`src/rtl/melody_sequencer.sv`:
```
// Melody sequencer: plays a 16-entry note table into the dds divider with articulation gaps and end-of-song loop/finish.
// Registered outputs, first note valid two edges after start; no backpressure, stop aborts at the next edge.
module melody_sequencer #(
   parameter int unsigned TICK_DIV = 500000,
   parameter int unsigned GAP_CYC  = 16
) (
   input  logic       clk,
   input  logic       rst,
   input  logic       start,
   input  logic       stop,
   input  logic       loop,
   input  logic       wr_en,
   input  logic [3:0] wr_addr,
   input  logic [6:0] wr_data,
   output logic [2:0] note_bin,
   output logic       note_on,
   output logic       busy,
   output logic       done,
   output logic [3:0] idx
);
   typedef enum logic [1:0] {IDLE, FETCH, PLAY, GAP} state_t;

   localparam logic [27:0] TICK_LOAD = 28'(TICK_DIV);
   localparam logic [27:0] GAP_LOAD  = 28'(GAP_CYC);
   localparam bit          HAS_GAP   = (GAP_CYC > 0);

   state_t      state_q, state_d;
   logic [27:0] cnt_q, cnt_d;
   logic [3:0]  idx_q, idx_d;
   logic [2:0]  note_bin_q, note_bin_d;
   logic        note_on_q, note_on_d;
   logic        busy_q, busy_d;
   logic        done_q, done_d;
   logic [6:0]  note_tab_q [16];
   logic [6:0]  note_tab_d [16];
   logic [6:0]  entry;
   logic        advance;

   // Asynchronous read: a write landing on the same edge as a fetch is not seen by it.
   assign entry = note_tab_q[idx_q];

   always_comb begin
      note_tab_d = note_tab_q;
      if (wr_en) note_tab_d[wr_addr] = wr_data;
   end

   always_comb begin
      state_d    = state_q;
      cnt_d      = cnt_q;
      idx_d      = idx_q;
      note_bin_d = note_bin_q;
      note_on_d  = note_on_q;
      done_d     = 1'b0;
      advance    = 1'b0;

      case (state_q)
         IDLE: begin
            if (start) begin
               state_d = FETCH;
               idx_d   = 4'd0;
            end
         end
         FETCH: begin
            if (entry[3:0] != 4'd0) begin
               note_bin_d = entry[6:4];
               note_on_d  = (entry[6:4] != 3'd0);
               cnt_d      = {24'd0, entry[3:0]} * TICK_LOAD;
               state_d    = PLAY;
            end else if (loop && idx_q != 4'd0) begin
               idx_d = 4'd0;
            end else begin
               state_d = IDLE;
               done_d  = 1'b1;
            end
         end
         PLAY: begin
            cnt_d = cnt_q - 28'd1;
            if (cnt_q == 28'd1) begin
               note_on_d = 1'b0;
               if (HAS_GAP) begin
                  state_d = GAP;
                  cnt_d   = GAP_LOAD;
               end else begin
                  advance = 1'b1;
               end
            end
         end
         GAP: begin
            cnt_d = cnt_q - 28'd1;
            if (cnt_q == 28'd1) advance = 1'b1;
         end
         default: state_d = IDLE;
      endcase

      // Running off the end of the table is treated like an end-of-song marker.
      if (advance) begin
         if (idx_q == 4'd15) begin
            if (loop) begin
               idx_d   = 4'd0;
               state_d = FETCH;
            end else begin
               state_d = IDLE;
               done_d  = 1'b1;
            end
         end else begin
            idx_d   = idx_q + 4'd1;
            state_d = FETCH;
         end
      end

      if (stop) begin
         state_d    = IDLE;
         note_on_d  = 1'b0;
         done_d     = 1'b0;
         idx_d      = idx_q;
         note_bin_d = note_bin_q;
      end

      busy_d = (state_d != IDLE);
   end

   always_ff @(posedge clk) begin
      if (!rst) begin
         state_q    <= IDLE;
         cnt_q      <= '0;
         idx_q      <= '0;
         note_bin_q <= '0;
         note_on_q  <= 1'b0;
         busy_q     <= 1'b0;
         done_q     <= 1'b0;
         for (int i = 0; i < 16; i++) note_tab_q[i] <= '0;
      end else begin
         state_q    <= state_d;
         cnt_q      <= cnt_d;
         idx_q      <= idx_d;
         note_bin_q <= note_bin_d;
         note_on_q  <= note_on_d;
         busy_q     <= busy_d;
         done_q     <= done_d;
         note_tab_q <= note_tab_d;
      end
   end

   assign note_bin = note_bin_q;
   assign note_on  = note_on_q;
   assign busy     = busy_q;
   assign done     = done_q;
   assign idx      = idx_q;
endmodule

```
`config.mk`:
```
export PLATFORM = sky130hd
export DESIGN_NAME = melody_sequencer
export DESIGN_NICKNAME = d
export VERILOG_FILES = /design/src/rtl/melody_sequencer.sv
export SDC_FILE = /design/constraint.sdc
export NUM_CORES = 1
export LEC_CHECK = 0
export CORE_ASPECT_RATIO = 0.9
export CORE_MARGIN = 2
export CORE_UTILIZATION = 35
export DETAILED_ROUTE_END_ITERATION = 10
export PLACE_DENSITY_LB_ADDON = 0.2
export SLEW_MARGIN = 20
export SYNTH_ARGS = -nofsm -noshare
export SYNTH_HDL_FRONTEND = slang
export SYNTH_SLANG_ARGS = --single-unit
```
`constraint.sdc`:
```
create_clock -name clk -period 4.45 [get_ports clk]
set_clock_uncertainty 0.1 [all_clocks]
set_input_delay 0.89 -clock clk [delete_from_list [all_inputs] [get_ports clk]]
set_output_delay 0.89 -clock clk [all_outputs]
set_load 0.02 [all_outputs]
```
Word-level counts from Yosys, hierarchy flattened
Index checks and enable logic that the tools add are counted.
- register bits: 152
- input port bits: 17
- output and inout port bits: 10
- add/sub/neg operators: 2
- $mul: 1
- $lt $le $gt $ge: 3
- eq/ne operators: 7
- mux-type cells: 36
- bitwise operators: 4
- reduce and logical (&&, ||, !) cells: 13
- operator list (cell ; count):
    $bwmux 112 ; 1
    $pmux 28 s3 ; 1
    $mux 28 ; 2
    $bmux 7 s4 ; 1
    $demux 7 s4 ; 1
    $eq 28x1->1 const B ; 1
    $sub 28x1->28 const B ; 1
    $mux 4 ; 6
    $mux 7 ; 3
    $mul 4x14->18 const B ; 1
    $mux 2 ; 7
    $mux 1 ; 11
    $ge 5x5->1 const B ; 2
    $not 4->5 ; 2
    $pmux 4 s2 ; 1
    $reduce_bool 4->1 ; 2
    $pmux 2 s3 ; 1
    $reduce_and 3->1 ; 2
    $reduce_bool 3->1 ; 2
    $lt 5x1->1 const B ; 1
    $add 4x1->4 const B ; 1
    $eq 2x2->1 const B ; 2
    $eq 4x4->1 const B ; 1
    $ne 2x2->1 const B ; 2
    other kinds (8) ; 11

Logic depth before layout (Yosys ltp)
Gate-level depths: netlist of the first run.
- depth in word-level cells: 10
- gate-level depth with buffers: 17
- mapped depth without buffers: 16

Worst setup path after synthesis of the first run
No wires, ideal clock.
- kind: reg2reg
- from: register idx_q[0] (netlist: idx[0])
- to: register cnt_q[22]
- library setup time: 0.132 ns
- arrival time: 4.636 ns
- required time: 4.218 ns
- setup slack: -0.418 ns
- stages on the path, launching flop included: 17
- buffers on the path: 2
- period minus slack after synthesis: 4.868 ns
- path through: dfxtp_1 -> buf_2 -> buf_2 -> mux4_2 -> mux4_2 -> fa_1 -> inv_1 -> fa_1 -> inv_1 -> ha_1 -> a21o_1 -> a21oi_1 -> or4bb_1 -> o311ai_0 -> or3_1 -> nand3_1 -> a21oi_1
- longest elaborated chain between the ends: 7
- RTL lines (element ; line ; RTL):
    from (decl) ; 29 ; logic [3:0] idx_q, idx_d;
    from (signal assigned) ; 135 ; idx_q <= idx_d;
    $not 4->5 (implied by the code) (*) ; 40 ; assign entry = note_tab_q[idx_q];
    $bmux 7 s4 (*) ; 40 ;
    $mux 7 (implied by the code) (*) (2 in a row) ; 40 ;
    $mul 4x14->18 or $reduce_bool 4->1 (tied branches) ; 67, 64 ;
    $mux 28 or $ne 2x2->1 (tied branches) ; - ;
    $pmux 28 s3 or $reduce_and 2->1 (tied branches) ; - ;
    to (signal assigned) ; 134 ; cnt_q <= cnt_d;
    to (decl) ; 28 ; logic [27:0] cnt_q, cnt_d;
Mark *: on every way between the ends. The rest lies on a longest branch, timed or not. The select of a mux whose other input is x is not followed.
A chain may end at the register's enable or synchronous reset.

Final worst setup path of the first run
Ends and elaborated chain as after synthesis.

==> implementation parameters, run 1 <==
Parameter                              Value

Status
  Run status    complete, no violations

Setup path
  Worst setup path start    idx[0]$_SDFFE_PN0N_
  Cell type group with the largest total delay on the critical path    adder cells
  Crit path DAT    4.52 ns
  Critical register-to-register path startpoint    idx[0]$_SDFFE_PN0N_
  Biggest fanout along the worst timing path    5
  FF-to-FF path depth    15
  Number of cells on the critical path    15
  Nature of the critical path startpoint    flop
  Worst-path cell with the longest stage delay    sky130_fd_sc_hd__fa_1
  Buf/Inv on CP    3
  Type of the worst setup path    reg2reg
  Endpoint type of the worst setup path    flop
  Endpoint required time on the critical path    4.71 ns
  Critical path, cell by cell    buf_12 > mux4_2 > mux4_2 > fa_1 > inv_2 > fa_1 > inv_2 > ha_4 > a21o_1 > a21oi_2 > or4bb_1 > o311ai_2 > or3_1 > nand3_1 > a21oi_1
  Worst path max stage delay    0.59 ns

Timing
  Max-slew headroom    0.366
  Maximum clock frequency    235 MHz
  Unrepaired setup endpoints after global routing    no
  Final Hold Fails    0
  Final setup violation count    0
  Final setup TNS    0 ns
  Worst slew pin tran    0.948 ns
  Period Utilization, post-route    0.958
  Final Slew Violations    0
  Clock period minus final worst setup slack    4.26 ns

Placed design
  Final weighted congestion in routability-driven placement    0.826
  Count of port buffers added during placement    26
  HPWL after detailed placement    14.1 mm

Floorplan
  Initial Util    0.356
  Core box area    21600 sq um
  Row cnt    51
  Die ar.    23200 sq um
  Height of the die    145 um
  Horizontal extent of the die    160 um
  Number of placed I/O pins    27

Finish
  Number of antenna diodes    0
  Area growth from synthesis to final layout    17.5%
  Most used cells in the layout excluding fill and tap cells    sky130_fd_sc_hd__nor2_1, sky130_fd_sc_hd__dfxtp_1, sky130_fd_sc_hd__mux2i_1, sky130_fd_sc_hd__mux4_2, sky130_fd_sc_hd__nand2_1
  Fillers    2116
  Share of cells above drive strength 1    0.144
  Most common cell after layout, fill and taps aside    sky130_fd_sc_hd__nor2_1
  Footprint of the flip-flops and latches    3050 sq um
  Total number of nets in the final design    870
  Multi-input combinational cell area    4400 sq um

GRT
  Total gr overflow    0
  Initial antenna violation count    0
  Global router's overall resource usage    0.182
  Maximum number of pins on one net before global-route repair    58
  First-pass GRT wire length    32.3 mm
  Via count of the first global-routing pass    5797

Clock tree
  TritonCTS Buffers    17
  Clock tree from TritonCTS    built
  Root buffer cell    sky130_fd_sc_hd__clkbuf_16
  Clock buffer depth    2
  # clock sinks    152
  Clock network latency to the later pin of the worst-skew pair    0.43 ns
  Quantity of hold-fixing buffers added after cts    0
  Clock slew at the register clock pins of the worst setup and hold paths    0.07 ns
  H-Tree Level Count    4

Synthesis
  Synthesized Nets    840
  Async SR Flop Fraction    0
  Yosys warning total    0
  Leading register cell type out of synthesis    sky130_fd_sc_hd__dfxtp_1
  Number of instances in the synthesized netlist    797
  Netlist Area Pre-Place    7700 sq um
  Count of state elements after synthesis    152
  Count of unique library cells instantiated by Yosys    64
  Synthesized area per cell    9.66 sq um
  Number of flops mapped to enable cells by yosys    0
  Portion of the post-synthesis area used by sequential elements    0.395

Drt
  Average via count per standard cell    5.20
  Wirelength, routed    20.1 mm
  Remaining design rule violation count    0
  ANT nets after route    0
  Number of DRC violations after detailed-routing iteration 0    440
  Routed WL per cell    17.7 um
  Overall via count from detail_route    5877
  Pre-Repair DR Iteration Count    5

Job
  Max_cap viols    0

Power and ir drop
  VDD IR max    225 uV
  P_leak    3.56 nW
  Final total power    2.99 mW
  P per Cell Area    330 nW/um^2

Hold path
  Source of the worst hold timing path    cnt_q[13]$_SDFFE_PN0P_
  Class of the worst hold path    reg2reg
  Number of instances on the worst hold path    2
## timing repair
action / in CTS / in global routing
hold endpoints to repair: 0 / 0
setup endpoints to repair: 0 / 2
resized for setup: 0 / 10
buffers inserted: 0 / 2
## cells in the mapped netlist, types with 3 or more instances
library cell | count | area (sq um)
sky130_fd_sc_hd__o311ai_0 | 3 | 26.3
sky130_fd_sc_hd__nor3_1 | 15 | 75.1
sky130_fd_sc_hd__dfxtp_1 | 152 | 3040
sky130_fd_sc_hd__or2_2 | 3 | 18.8
sky130_fd_sc_hd__a21oi_1 | 29 | 145
sky130_fd_sc_hd__inv_1 | 18 | 67.6
sky130_fd_sc_hd__nand3_1 | 12 | 60.1
sky130_fd_sc_hd__clkbuf_1 | 33 | 124
sky130_fd_sc_hd__mux2i_1 | 120 | 1200
sky130_fd_sc_hd__nand2_1 | 29 | 109
sky130_fd_sc_hd__o22ai_1 | 6 | 37.5
sky130_fd_sc_hd__buf_2 | 6 | 30.0
sky130_fd_sc_hd__nand3b_1 | 5 | 37.5
sky130_fd_sc_hd__ha_1 | 21 | 263
sky130_fd_sc_hd__and2_1 | 3 | 18.8
sky130_fd_sc_hd__o31ai_1 | 4 | 30.0
sky130_fd_sc_hd__and3_1 | 3 | 18.8
sky130_fd_sc_hd__nor2b_1 | 11 | 68.8
sky130_fd_sc_hd__o21ai_0 | 25 | 125
sky130_fd_sc_hd__mux4_2 | 31 | 698
sky130_fd_sc_hd__nand2b_1 | 9 | 56.3
sky130_fd_sc_hd__fa_1 | 5 | 100
sky130_fd_sc_hd__nor2_1 | 169 | 634
sky130_fd_sc_hd__a31oi_1 | 3 | 18.8
sky130_fd_sc_hd__xor2_1 | 9 | 78.8
sky130_fd_sc_hd__a22oi_1 | 8 | 60.1
sky130_fd_sc_hd__nor4_1 | 8 | 50.1
sky130_fd_sc_hd__xnor2_1 | 7 | 61.3
## metal layers
metal	part of all wire	GRT usage	up-vias
li1	-	-	2893
met1	0.51	0.258	2883
met5	0	0	-
met2	0.44	0.283	82
met4	0.012	0.0455	0
met3	0.035	0.0390	19
## sequential cells by signal, summed over array words and instances, names as in the netlist
| name | flops |
|---|---|
| busy | 1 |
| done | 1 |
| idx | 4 |
| state_q | 2 |
| note_bin | 3 |
| note_tab_q | 112 |
| cnt_q | 28 |
| note_on | 1 |
## through the flow
stage | util | hold WS (ns) | worst slack [ns] | std cells | instance area [sq um]
2_1_floorplan | - | 0.348 | 0.0496 | 797 | 7750
3_3_place_gp | 0.388 | 0.370 | 0.158 | 1097 | 8390
3_5_place_dp | 0.388 | 0.369 | 0.0396 | 1097 | 8390
4_1_cts | 0.416 | 0.384 | 0.0178 | 1129 | 8990
5_1_grt | 0.418 | 0.398 | 0.0301 | 1131 | 9040
6_report | 0.418 | 0.390 | 0.186 | 1131 | 9040
## where the power goes
group	switching (mW)	internal (mW)	total, mW
clock	0.671	0.767	1.44
combinational	0.101	0.0628	0.164
sequential	0.0102	1.37	1.38
total	0.782	2.20	2.99
## layout make-up
class,count,area share
clock inverter,14,0.0173
multi-input combinational,580,0.487
clock buffer,18,0.0486
tap,291,0.0403
timing repair buffer,56,0.0606
sequential,152,0.338
inverter,20,0.00858
## logic make-up after synthesis
logic type                 after synthesis  share of synthesized area
AOI/OAI and AO/OA                      100                     0.0834
xor gates and xnor gates                16                     0.0182
adders and majority gates               26                     0.0471
buffers and inverters                   65                     0.0356
DFF                                    152                      0.395
muxes                                  153                      0.250
and+or+nand+nor                        285                      0.171
## worst min-delay path: cells and delay by family, from the launching register on
| kind | cells | cell delay [ns] |
|---|---|---|
| compound gates | 2 | 0.13 |
| flops | 1 | 0.31 |
## worst paths after layout
check                           endpoint  slack, ns
hold / removal    cnt_q[13]$_SDFFE_PN0P_       0.39
hold reg to reg   cnt_q[13]$_SDFFE_PN0P_       0.39
setup reg to reg  cnt_q[22]$_SDFFE_PN0P_       0.19
setup / recovery  cnt_q[22]$_SDFFE_PN0P_       0.19
(Power assumes the default switching activity.)
==> run 2: changes to the inputs <==
Settings changed: CAP_MARGIN set to 20, CORE_UTILIZATION 35 to 55.
==> implementation parameters, run 2 (synthesis gave the netlist of run 1 again) <==
Parameter                              Value

Floorplan
  Row cnt    40
  Number of placed I/O pins    27
  Die ar.    15000 sq um
  Height of the die    116 um
  Core box area    13500 sq um
  Initial Util    0.570
  Horizontal extent of the die    129 um

GRT
  Via count of the first global-routing pass    5928
  Total gr overflow    0
  First-pass GRT wire length    30.9 mm
  Initial antenna violation count    0
  Maximum number of pins on one net before global-route repair    99
  Global router's overall resource usage    0.268

Timing
  Max-slew headroom    0.272
  Unrepaired setup endpoints after global routing    yes
  Maximum clock frequency    229 MHz
  Final Hold Fails    0
  Clock period minus final worst setup slack    4.36 ns
  Final setup TNS    0 ns
  Worst Hold Margin    0.393 ns
  Worst slew pin tran    1.09 ns
  Final setup violation count    0
  Period Utilization, post-route    0.981
  Final Slew Violations    0
  Least setup slack across all paths after layout    0.0854 ns

Job
  Max_cap viols    0

Finish
  Share of cells above drive strength 1    0.139
  Number of antenna diodes    0
  Footprint of the flip-flops and latches    3050 sq um
  Share of the core filled with cells in the final layout    0.658
  Multi-input combinational cell area    4410 sq um
  Largest register FFs    112
  Fillers    1059
  Total number of nets in the final design    869
  Final std cells w/o fill    1007
  Register with the most flip-flops    note_tab_q
  Most common cell after layout, fill and taps aside    sky130_fd_sc_hd__nor2_1
  Most used cells in the layout excluding fill and tap cells    sky130_fd_sc_hd__nor2_1, sky130_fd_sc_hd__dfxtp_1, sky130_fd_sc_hd__mux2i_1, sky130_fd_sc_hd__mux4_2, sky130_fd_sc_hd__nand2_1
  Area growth from synthesis to final layout    15.6%

Setup path
  Reg-to-reg endpoint    cnt_q[22]$_SDFFE_PN0P_
  Endpoint type of the worst setup path    flop
  Endpoint required time on the critical path    4.68 ns
  Nature of the critical path startpoint    flop
  Crit path DAT    4.60 ns
  Biggest fanout along the worst timing path    8
  Critical register-to-register path startpoint    idx[0]$_SDFFE_PN0N_
  FF-to-FF path depth    14
  Type of the worst setup path    reg2reg
  Register-to-register setup slack    0.09 ns

Power and ir drop
  P per Cell Area    351 nW/um^2
  P_leak    3.56 nW
  VDD IR max    279 uV

Placed design
  Placed instance count    964
  Count of port buffers added during placement    26
  HPWL after detailed placement    13.2 mm
  Final weighted congestion in routability-driven placement    0.940
  Dpl ws    -0.0490 ns

Clock tree
  Clock tree from TritonCTS    built
  H-Tree Level Count    4
  Clock network latency to the later pin of the worst-skew pair    0.42 ns
  Clock slew at the register clock pins of the worst setup and hold paths    0.06 ns
  Clock buffer depth    2
  # clock sinks    152
  TritonCTS Buffers    17
  Root buffer cell    sky130_fd_sc_hd__clkbuf_16

Drt
  ANT nets after route    0
  Wirelength, routed    19.1 mm
  Number of DRC violations after detailed-routing iteration 0    585
  Average via count per standard cell    6.08
  Pre-Repair DR Iteration Count    5
  Overall via count from detail_route    6126
  Remaining design rule violation count    0
  Routed WL per cell    19.0 um

Hold path
  Terminating pin of the worst hold path    note_tab_q[56]$_SDFFE_PN0P_
  Source of the worst hold timing path    note_tab_q[56]$_SDFFE_PN0P_
  Class of the worst hold path    reg2reg
  Number of instances on the worst hold path    2

Status
  Run status    complete, no violations
## run 2: cell types whose count changed in the layout (fill, tap and decap cells not counted), moves of 2 or more
cell / delta
sky130_fd_sc_hd__buf_12: -4
sky130_fd_sc_hd__clkbuf_1: +2
sky130_fd_sc_hd__buf_4: +2
sky130_fd_sc_hd__clkinv_8: -3
sky130_fd_sc_hd__inv_8: -5
sky130_fd_sc_hd__bufinv_16: +4
sky130_fd_sc_hd__clkbuf_8: +3
## run 2: worst max-delay path by stage
| stage | startpoint | endpoint | slack [ns] | depth (start not counted) |
|---|---|---|---|---|
| finish | idx[0]$_SDFFE_PN0N_ | cnt_q[22]$_SDFFE_PN0P_ | 0.09 | 14 |
| global route | idx[0]$_SDFFE_PN0N_ | cnt_q[22]$_SDFFE_PN0P_ | -0.12 | 14 |
| CTS | idx[0]$_SDFFE_PN0N_ | cnt_q[22]$_SDFFE_PN0P_ | 0.002 | 14 |
| detailed placement | idx[2]$_SDFFE_PN0N_ | cnt_q[22]$_SDFFE_PN0P_ | -0.05 | 17 |
| global placement | idx[0]$_SDFFE_PN0N_ | cnt_q[22]$_SDFFE_PN0P_ | 0.13 | 14 |
| floorplan | idx[0]$_SDFFE_PN0N_ | cnt_q[22]$_SDFFE_PN0P_ | 0.05 | 16 |
## run 2: per-stage QoR
step	cell area (sq um)	total power [mW]
5_1_grt	8890	3.21
6_report	8890	3.12
4_1_cts	8820	3.13
2_1_floorplan	7750	1.52
3_5_place_dp	8140	1.57
3_3_place_gp	8140	1.57
## run 2: cell type report
cell class / count / share of cell area
clock inverter: 9 / 0.0181
inverter: 20 / 0.00858
clock buffer: 23 / 0.0549
timing repair buffer: 55 / 0.0556
sequential: 152 / 0.343
multi-input combinational: 580 / 0.496
tap: 168 / 0.0236
## run 2: routing by layer
| layer | GRT usage | part of all wire | vias to the layer above | wire length, um |
|---|---|---|---|---|
| met3 | 0.0692 | 0.069 | 40 | 1310 |
| li1 | - | - | 2885 | - |
| met1 | 0.371 | 0.46 | 2979 | 8840 |
| met4 | 0.0841 | 0.019 | 0 | 357 |
| met5 | 0 | 0 | - | 0 |
| met2 | 0.416 | 0.45 | 222 | 8580 |
## run 2: what timing repair did
item | CTS | global route
pin swaps | 0 | 9
hold buffers | 0 | 0
cloned | 0 | 0
resized for setup | 3 | 6
setup buffers | 4 | 7
setup endpoints to repair | 1 | 1
## run 2: critical path, stage by stage (launching register included)
cell and delay [ns]:
sky130_fd_sc_hd__dfxtp_4 0.42, sky130_fd_sc_hd__mux4_2 0.50, sky130_fd_sc_hd__mux4_2 0.56, sky130_fd_sc_hd__fa_1 0.57, sky130_fd_sc_hd__inv_1 0.06, sky130_fd_sc_hd__fa_1 0.50, sky130_fd_sc_hd__inv_2 0.05, sky130_fd_sc_hd__ha_4 0.27
sky130_fd_sc_hd__a21o_1 0.16, sky130_fd_sc_hd__a21oi_4 0.08, sky130_fd_sc_hd__or4bb_1 0.53, sky130_fd_sc_hd__o311ai_2 0.10, sky130_fd_sc_hd__or3_1 0.16, sky130_fd_sc_hd__nand3_1 0.07, sky130_fd_sc_hd__a21oi_1 0.15
## run 2: power by group
group	switching, mW	internal [mW]
logic	0.101	0.0624
registers	0.0101	1.37
clock network	0.567	1.00
==> run 3: changes to the inputs <==
Settings changed: CTS_CLUSTER_SIZE set to 12.
==> results of run 3 <==
Same layout as run 2: the final DEF is identical, and so are final timing and power.
